===== src/rtl/vdec_hs_pkg.sv =====
// Shared HS-SCCH/HS-DSCH decode definitions: selector FSM states and symbol/SER constants.
package vdec_hs_pkg;

    typedef enum logic [2:0] {
        ST_IDLE   = 3'd0,
        ST_LAUNCH = 3'd1,
        ST_WAIT   = 3'd2,
        ST_CMP    = 3'd3,
        ST_FINISH = 3'd4
    } vdec_hs_sel_st_t;

    localparam int         HS_PART1_SYS = 40;
    localparam logic [6:0] SER_MAX      = 7'h7F;
    localparam int         HS_MAX_CAND  = 4;
    localparam int         HS_TMO_CYC   = 255;

endpackage


===== src/rtl/vdec_hs_scch_sel_if.sv =====
// Control/result and SER-engine handshake bundle of the HS-SCCH candidate selector.
// det_tmo exists only when VDEC_HS_SCCH_SEL_TMO_EN is defined.
interface vdec_hs_scch_sel_if;
    logic       start;
    logic [2:0] cand_num;
    logic [9:0] base_sys;
    logic [6:0] ser_thr;
    logic       busy;
    logic       done;
    logic       det_valid;
    logic [1:0] det_idx;
    logic [6:0] det_ser;
    logic [1:0] cand_idx;
    logic       ser_start;
    logic [9:0] ser_base_sys;
    logic       ser_done;
    logic [6:0] ser_acc;
`ifdef VDEC_HS_SCCH_SEL_TMO_EN
    logic       det_tmo;

    modport slave (
        input  start, cand_num, base_sys, ser_thr, ser_done, ser_acc,
        output busy, done, det_valid, det_idx, det_ser, cand_idx,
               ser_start, ser_base_sys, det_tmo
    );
    modport master (
        output start, cand_num, base_sys, ser_thr, ser_done, ser_acc,
        input  busy, done, det_valid, det_idx, det_ser, cand_idx,
               ser_start, ser_base_sys, det_tmo
    );
`else
    modport slave (
        input  start, cand_num, base_sys, ser_thr, ser_done, ser_acc,
        output busy, done, det_valid, det_idx, det_ser, cand_idx,
               ser_start, ser_base_sys
    );
    modport master (
        output start, cand_num, base_sys, ser_thr, ser_done, ser_acc,
        input  busy, done, det_valid, det_idx, det_ser, cand_idx,
               ser_start, ser_base_sys
    );
`endif
endinterface


===== src/rtl/vdec_hs_scch_sel.sv =====
// HS-SCCH part1 selector: runs the SER engine once per candidate, keeps the lowest SER, applies ser_thr.
// Macro VDEC_HS_SCCH_SEL_TMO_EN adds a per-candidate WAIT watchdog and the det_tmo flag.
module vdec_hs_scch_sel
    import vdec_hs_pkg::*;
#(
    parameter int         MAX_CAND   = HS_MAX_CAND,
    parameter logic [9:0] SYS_STRIDE = 10'(HS_PART1_SYS)
`ifdef VDEC_HS_SCCH_SEL_TMO_EN
    ,
    parameter int         TMO_CYC    = HS_TMO_CYC
`endif
) (
    input  logic              clk,
    input  logic              rst,
    vdec_hs_scch_sel_if.slave sel
);

    localparam logic [2:0] MAX_C3 = 3'(MAX_CAND);

    vdec_hs_sel_st_t r_state;
    vdec_hs_sel_st_t w_next;

    logic [1:0] r_last;
    logic [6:0] r_thr;
    logic [1:0] r_cand_idx;
    logic [9:0] r_sys;
    logic [6:0] r_cur;
    logic [6:0] r_min;
    logic [1:0] r_min_idx;
    logic       r_det_valid;
    logic [1:0] r_det_idx;
    logic [6:0] r_det_ser;

    logic [2:0] w_num;
    logic [1:0] w_last_idx;
    logic       w_lt;
    logic [6:0] w_new_min;
    logic [1:0] w_new_idx;
    logic       w_is_last;
    logic       w_ser_start;
    logic       w_done;
    logic       w_tmo;

`ifdef VDEC_HS_SCCH_SEL_TMO_EN
    logic [7:0] r_wdog;
    logic       r_det_tmo;

    assign w_tmo       = (r_wdog == 8'(TMO_CYC - 1)) && !sel.ser_done;
    assign sel.det_tmo = r_det_tmo;
`else
    assign w_tmo = 1'b0;
`endif

    // cand_num 0 behaves as 1, anything above MAX_CAND is clamped
    always_comb begin
        w_num = sel.cand_num;
        if (sel.cand_num == 3'd0) begin
            w_num = 3'd1;
        end else if (sel.cand_num > MAX_C3) begin
            w_num = MAX_C3;
        end
    end
    assign w_last_idx = 2'(w_num - 3'd1);

    // Strict compare so ties keep the earlier (lower) candidate
    assign w_lt      = (r_cur < r_min);
    assign w_new_min = w_lt ? r_cur      : r_min;
    assign w_new_idx = w_lt ? r_cand_idx : r_min_idx;
    assign w_is_last = (r_cand_idx == r_last);

    always_ff @(posedge clk or posedge rst) begin
        if (rst) begin
            r_state <= ST_IDLE;
        end else begin
            r_state <= w_next;
        end
    end

    always_comb begin
        w_next      = r_state;
        w_ser_start = 1'b0;
        w_done      = 1'b0;
        case (r_state)
            ST_IDLE: begin
                if (sel.start) begin
                    w_next = ST_LAUNCH;
                end
            end
            ST_LAUNCH: begin
                w_ser_start = 1'b1;
                w_next      = ST_WAIT;
            end
            ST_WAIT: begin
                if (sel.ser_done) begin
                    w_next = ST_CMP;
                end else if (w_tmo) begin
                    w_next = ST_FINISH;
                end
            end
            ST_CMP: begin
                w_next = w_is_last ? ST_FINISH : ST_LAUNCH;
            end
            ST_FINISH: begin
                w_done = 1'b1;
                w_next = ST_IDLE;
            end
            default: begin
                w_next = ST_IDLE;
            end
        endcase
    end

    always_ff @(posedge clk or posedge rst) begin
        if (rst) begin
            r_last      <= 2'd0;
            r_thr       <= 7'd0;
            r_cand_idx  <= 2'd0;
            r_sys       <= 10'd0;
            r_cur       <= 7'd0;
            r_min       <= SER_MAX;
            r_min_idx   <= 2'd0;
            r_det_valid <= 1'b0;
            r_det_idx   <= 2'd0;
            r_det_ser   <= 7'd0;
`ifdef VDEC_HS_SCCH_SEL_TMO_EN
            r_wdog      <= 8'd0;
            r_det_tmo   <= 1'b0;
`endif
        end else begin
            case (r_state)
                ST_IDLE: begin
                    if (sel.start) begin
                        r_last      <= w_last_idx;
                        r_thr       <= sel.ser_thr;
                        r_sys       <= sel.base_sys;
                        r_cand_idx  <= 2'd0;
                        r_min       <= SER_MAX;
                        r_min_idx   <= 2'd0;
                        r_det_valid <= 1'b0;
                        r_det_idx   <= 2'd0;
                        r_det_ser   <= 7'd0;
`ifdef VDEC_HS_SCCH_SEL_TMO_EN
                        r_det_tmo   <= 1'b0;
`endif
                    end
                end
                ST_LAUNCH: begin
`ifdef VDEC_HS_SCCH_SEL_TMO_EN
                    r_wdog <= 8'd0;
`endif
                end
                ST_WAIT: begin
                    if (sel.ser_done) begin
                        r_cur <= sel.ser_acc;
                    end
`ifdef VDEC_HS_SCCH_SEL_TMO_EN
                    else if (w_tmo) begin
                        r_det_tmo   <= 1'b1;
                        r_det_valid <= 1'b0;
                        r_det_idx   <= r_min_idx;
                        r_det_ser   <= r_min;
                    end else begin
                        r_wdog <= r_wdog + 8'd1;
                    end
`endif
                end
                ST_CMP: begin
                    r_min     <= w_new_min;
                    r_min_idx <= w_new_idx;
                    // Results are registered on the way into FINISH so they are valid with done
                    if (w_is_last) begin
                        r_det_idx   <= w_new_idx;
                        r_det_ser   <= w_new_min;
                        r_det_valid <= (w_new_min <= r_thr);
                    end else begin
                        r_cand_idx <= r_cand_idx + 2'd1;
                        r_sys      <= r_sys + SYS_STRIDE;
                    end
                end
                default: begin
                end
            endcase
        end
    end

    assign sel.busy         = sel.start | (r_state != ST_IDLE);
    assign sel.done         = w_done;
    assign sel.ser_start    = w_ser_start;
    assign sel.ser_base_sys = r_sys;
    assign sel.cand_idx     = r_cand_idx;
    assign sel.det_valid    = r_det_valid;
    assign sel.det_idx      = r_det_idx;
    assign sel.det_ser      = r_det_ser;

endmodule

===== src/flat_wrapper.sv =====
// flat-port wrapper written by rule: the top's interface ports become plain ports
module vdec_hs_scch_sel_flat import vdec_hs_pkg::*;
#(
    parameter int         MAX_CAND   = HS_MAX_CAND,
    parameter logic [9:0] SYS_STRIDE = 10'(HS_PART1_SYS)

)
  (clk, rst, sel_start, sel_cand_num, sel_base_sys, sel_ser_thr, sel_ser_done, sel_ser_acc, sel_busy, sel_done, sel_det_valid, sel_det_idx, sel_det_ser, sel_cand_idx, sel_ser_start, sel_ser_base_sys);
  vdec_hs_scch_sel_if sel_i ();
  input  logic clk;
  input  logic rst;
  input wire logic [$bits(sel_i.start)-1:0] sel_start;
  input wire logic [$bits(sel_i.cand_num)-1:0] sel_cand_num;
  input wire logic [$bits(sel_i.base_sys)-1:0] sel_base_sys;
  input wire logic [$bits(sel_i.ser_thr)-1:0] sel_ser_thr;
  input wire logic [$bits(sel_i.ser_done)-1:0] sel_ser_done;
  input wire logic [$bits(sel_i.ser_acc)-1:0] sel_ser_acc;
  output wire logic [$bits(sel_i.busy)-1:0] sel_busy;
  output wire logic [$bits(sel_i.done)-1:0] sel_done;
  output wire logic [$bits(sel_i.det_valid)-1:0] sel_det_valid;
  output wire logic [$bits(sel_i.det_idx)-1:0] sel_det_idx;
  output wire logic [$bits(sel_i.det_ser)-1:0] sel_det_ser;
  output wire logic [$bits(sel_i.cand_idx)-1:0] sel_cand_idx;
  output wire logic [$bits(sel_i.ser_start)-1:0] sel_ser_start;
  output wire logic [$bits(sel_i.ser_base_sys)-1:0] sel_ser_base_sys;
  assign sel_i.start = sel_start;
  assign sel_i.cand_num = sel_cand_num;
  assign sel_i.base_sys = sel_base_sys;
  assign sel_i.ser_thr = sel_ser_thr;
  assign sel_i.ser_done = sel_ser_done;
  assign sel_i.ser_acc = sel_ser_acc;
  assign sel_busy = sel_i.busy;
  assign sel_done = sel_i.done;
  assign sel_det_valid = sel_i.det_valid;
  assign sel_det_idx = sel_i.det_idx;
  assign sel_det_ser = sel_i.det_ser;
  assign sel_cand_idx = sel_i.cand_idx;
  assign sel_ser_start = sel_i.ser_start;
  assign sel_ser_base_sys = sel_i.ser_base_sys;
  vdec_hs_scch_sel #(.MAX_CAND(MAX_CAND), .SYS_STRIDE(SYS_STRIDE)) u_core (.clk(clk), .rst(rst), .sel(sel_i));
endmodule

===== config.mk =====
export PLATFORM = sky130hd
export DESIGN_NAME = vdec_hs_scch_sel_flat
export DESIGN_NICKNAME = d
export VERILOG_FILES = /design/src/rtl/vdec_hs_pkg.sv /design/src/rtl/vdec_hs_scch_sel_if.sv /design/src/rtl/vdec_hs_scch_sel.sv /design/src/flat_wrapper.sv
export SDC_FILE = /design/constraint.sdc
export NUM_CORES = 1
export LEC_CHECK = 0
export BUFFER_PORTS_ARGS = -buffer_cell sky130_fd_sc_hd__buf_2
export CAP_MARGIN = 20
export CELL_PAD_IN_SITES_DETAIL_PLACEMENT = 0
export CELL_PAD_IN_SITES_GLOBAL_PLACEMENT = 1
export CORE_MARGIN = 5
export CORE_UTILIZATION = 47
export CTS_BUF_LIST = sky130_fd_sc_hd__clkbuf_4
export DETAILED_ROUTE_END_ITERATION = 10
export PLACE_DENSITY_LB_ADDON = 0.1
export SYNTH_ARGS = -nofsm -noshare
export SYNTH_HDL_FRONTEND = slang
export SYNTH_SLANG_ARGS = --single-unit
export TNS_END_PERCENT = 50

===== constraint.sdc =====
create_clock -name clk -period 4.4 [get_ports clk]
set_input_delay 0.66 -clock clk [delete_from_list [all_inputs] [get_ports clk]]
set_output_delay 0.66 -clock clk [all_outputs]
set_load 0.01 [all_outputs]

==> run summary <==
Post-CTS Setup Repair Bufs = 0
GRT overflow = 0
Main synth FF type = dfrtp_1
Gate power share = 0.556
register area = 1260 sq um
post-synthesis net count = 319
Die Ht = 86.1 um
RSZ-0062 raised after global routing = no
Synth top cells by count = 43 x dfrtp_1, 40 x nand2_1, 21 x o21ai_0
leakage = 1.60 nW
Reg clk slew, reported paths = 0.13 ns
CTS sink cnt = 50
initial antenna violation count = 0
Row Count = 27
CTS tree = built
r2r setup slk = 1.48 ns
sequential cell area fraction in the yosys report = 0.463
Distinct cells, synth = 43
Root Buffer = clkbuf_4
setup TNS = 0 ns
via/cell ratio = 4.98
share of the synthesized area in the top cell type = 0.395
TritonRoute pass-1 iters = 4
clk_skew = 0.00765 ns
Hold Vio Cnt, Final = 0
average routed wire per standard cell = 14.4 um
Tot Pwr = 2.47 mW
placed insts = 389
gpl congestion = 0.812
Avg Cell Area, Syn = 9.94 sq um
slew at the pin with the worst max-slew slack = 0.638 ns
post-synthesis cell count = 274
CP delay by family, top = compound AO/OA/AOI/OAI gates
fin nets = 370
leading area contributor after synthesis = dfrtp_1
Ys Warns = 0
Max clock buf depth = 2
CP max stage cell = dfstp_2
Fin Hold WS = 0.340 ns
Iteration-0 DRC Markers = 70
number of global-route vias before repair = 1997
async set or reset register ratio after synthesis = 1.00
P_sw = 1.09 mW
post-CTS sizing = 0
Pwr Density = 803 nW/um^2
diodes inserted = 0
crit start category = register
Clk network pwr share = 0.083
# DRC = 0
Final setup viols = 0
via count = 1982
worst skew pair latency = 0.36 ns
cells along the critical path = inv_1 > ha_1 > a21oi_2 > o21ai_4 > a21oi_4 > mux2_4 > ha_1 > a21oi_1 > nor2_1 > a211oi_1 > o21ai_0 > a21oi_1
Max-Cap Viols = 0
run status = finished, final reports clean
fillers = 542
share of layout cells above drive strength 1 = 0.301
most common cell in the netlist = dfrtp_1
Syn Std Cell Area = 2720 sq um
Initial Util = 0.488
required time of the critical path = 4.70 ns
global-route wire length before repair = 9.53 mm
final cell count without fillers = 398
synth-to-layout area growth = 13.1%
Final HPWL DP = 4.10 mm
largest net degree at the start of global routing = 51
arrival time worst endpoint = 3.22 ns
area occupied by multi-input gates = 1290 sq um
Min Clock Period, post-route = 2.92 ns
Peak VDD IR = 482 uV
Critical Path Source = u_core.r_min[2]
worst r2r src = u_core.r_min[2]
Sw Ratio = 0.442
Die Area = 7410 sq um
Final ANT Viol Nets = 0
core area = 5570 sq um
critical path fanouts, max = 9
worst hold path class = input pin to async pin
CP Buf/Inv Count = 1
CP Class = register to register
fmax = 343 MHz
GRT Total Usage = 0.162
Pint = 1.38 mW
PortBufs = 55
CP Capture Type = register
final WL = 5.72 mm
Die X = 86.1 um
CTS H-Tree Depth = 2
register share of total power = 0.361
synth top area cells = dfrtp_1 40%, dfstp_2 6.8%, ha_1 6.4%
Top Ports = 56
Tcrit/Tclk final = 0.663
Slew HR = 0.574
number of synthesized flops with an enable pin = 0
CTS Buf Count = 5
Slew Limit Fails = 0
Yosys reg bits = 50
hold_buf cts = 0
max incr delay on CP = 0.57 ns
-- worst paths after layout --
kind / cells after the start / to
setup / recovery: 12 / u_core.sel.det_valid
hold / removal: 2 / u_core.sel.det_ser[0]
setup reg to reg: 12 / u_core.sel.det_valid
hold reg to reg: 2 / u_core.sel.ser_base_sys[2]
max in group asynchronous: 3 / u_core.r_min[3]
min in group clk: 3 / u_core.r_thr[0]
-- power groups by stage --
stage          Clock [mW]  Combinational [mW]  Sequential (mW)
6_report            0.205                1.38            0.894
3_5_place_dp            0                1.39            0.905
2_1_floorplan           0                1.11            0.872
3_3_place_gp            0                1.37            0.898
4_1_cts             0.217                1.40            0.896
5_1_grt             0.237                1.56            0.931
-- registers in the layout (all words and copies together) (netlist names) --
| name | count |
|---|---|
| u_core.sel.ser_base_sys | 10 |
| u_core.r_cur | 7 |
| u_core.r_min | 7 |
| u_core.r_thr | 7 |
| u_core.sel.det_ser | 7 |
| u_core.r_state | 3 |
| u_core.r_last | 2 |
| u_core.r_min_idx | 2 |
| u_core.sel.cand_idx | 2 |
| u_core.sel.det_idx | 2 |
| u_core.sel.det_valid | 1 |
-- metrics by stage --
stage	utilization	cell area, sq um	setup WS [ns]
global placement	0.538	3000	1.57
detailed placement	0.538	3000	1.54
CTS	0.548	3050	1.48
finish	0.553	3080	1.48
floorplan	-	2720	1.69
global route	0.553	3080	1.25
-- layout by cell type, fill, tap and decap left out, drive strengths merged, types with 2 or more instances in the layout --
| master | instances |
|---|---|
| buf | 58 |
| dfrtp | 43 |
| nand2 | 40 |
| o21ai | 31 |
| a21oi | 20 |
| inv | 19 |
| nor2 | 17 |
| ha | 14 |
| mux2 | 13 |
| nand3 | 9 |
| a21o | 8 |
| dfstp | 7 |
| and3 | 6 |
| clkbuf | 6 |
| mux2i | 5 |
| nor3 | 5 |
| xnor2 | 3 |
| nor3b | 3 |
| o22ai | 3 |
| a31oi | 2 |
| o31ai | 2 |
| a211oi | 2 |
| clkinv | 2 |
-- layout make-up --
class,instances,area share
repair buffers,58,0.103
clock buffers,6,0.0146
clock inverters,2,0.00284
inverters,19,0.0232
flip-flops and latches,50,0.409
well taps,72,0.0292
multi-input cells,191,0.418
-- routing by layer --
metal,up-vias,global-route usage,routed length (um)
met4,0,0.0432,66
met2,34,0.259,2600
met1,901,0.221,2810
met5,-,0,0
li1,1040,-,-
met3,7,0.0355,245
-- cell families after synthesis --
| family | count (synthesis) | synth area share |
|---|---|---|
| muxes | 18 | 0.0804 |
| xor gates and xnor gates | 3 | 0.00965 |
| DFF | 50 | 0.463 |
| AOI/OAI and AO/OA | 69 | 0.159 |
| and+or+nand+nor | 87 | 0.160 |
| buffers and inverters | 33 | 0.0643 |
| adders and majority gates | 14 | 0.0643 |
-- worst reg2reg max path: stages, from the launching register on --
cell and delay, ns:
dfstp_2 0.57, inv_1 0.04, ha_1 0.31, a21oi_2 0.18
o21ai_4 0.10, a21oi_4 0.38, mux2_4 0.35, ha_1 0.29
a21oi_1 0.15, nor2_1 0.06, a211oi_1 0.19, o21ai_0 0.11
a21oi_1 0.13
(Power assumes the default switching activity.)
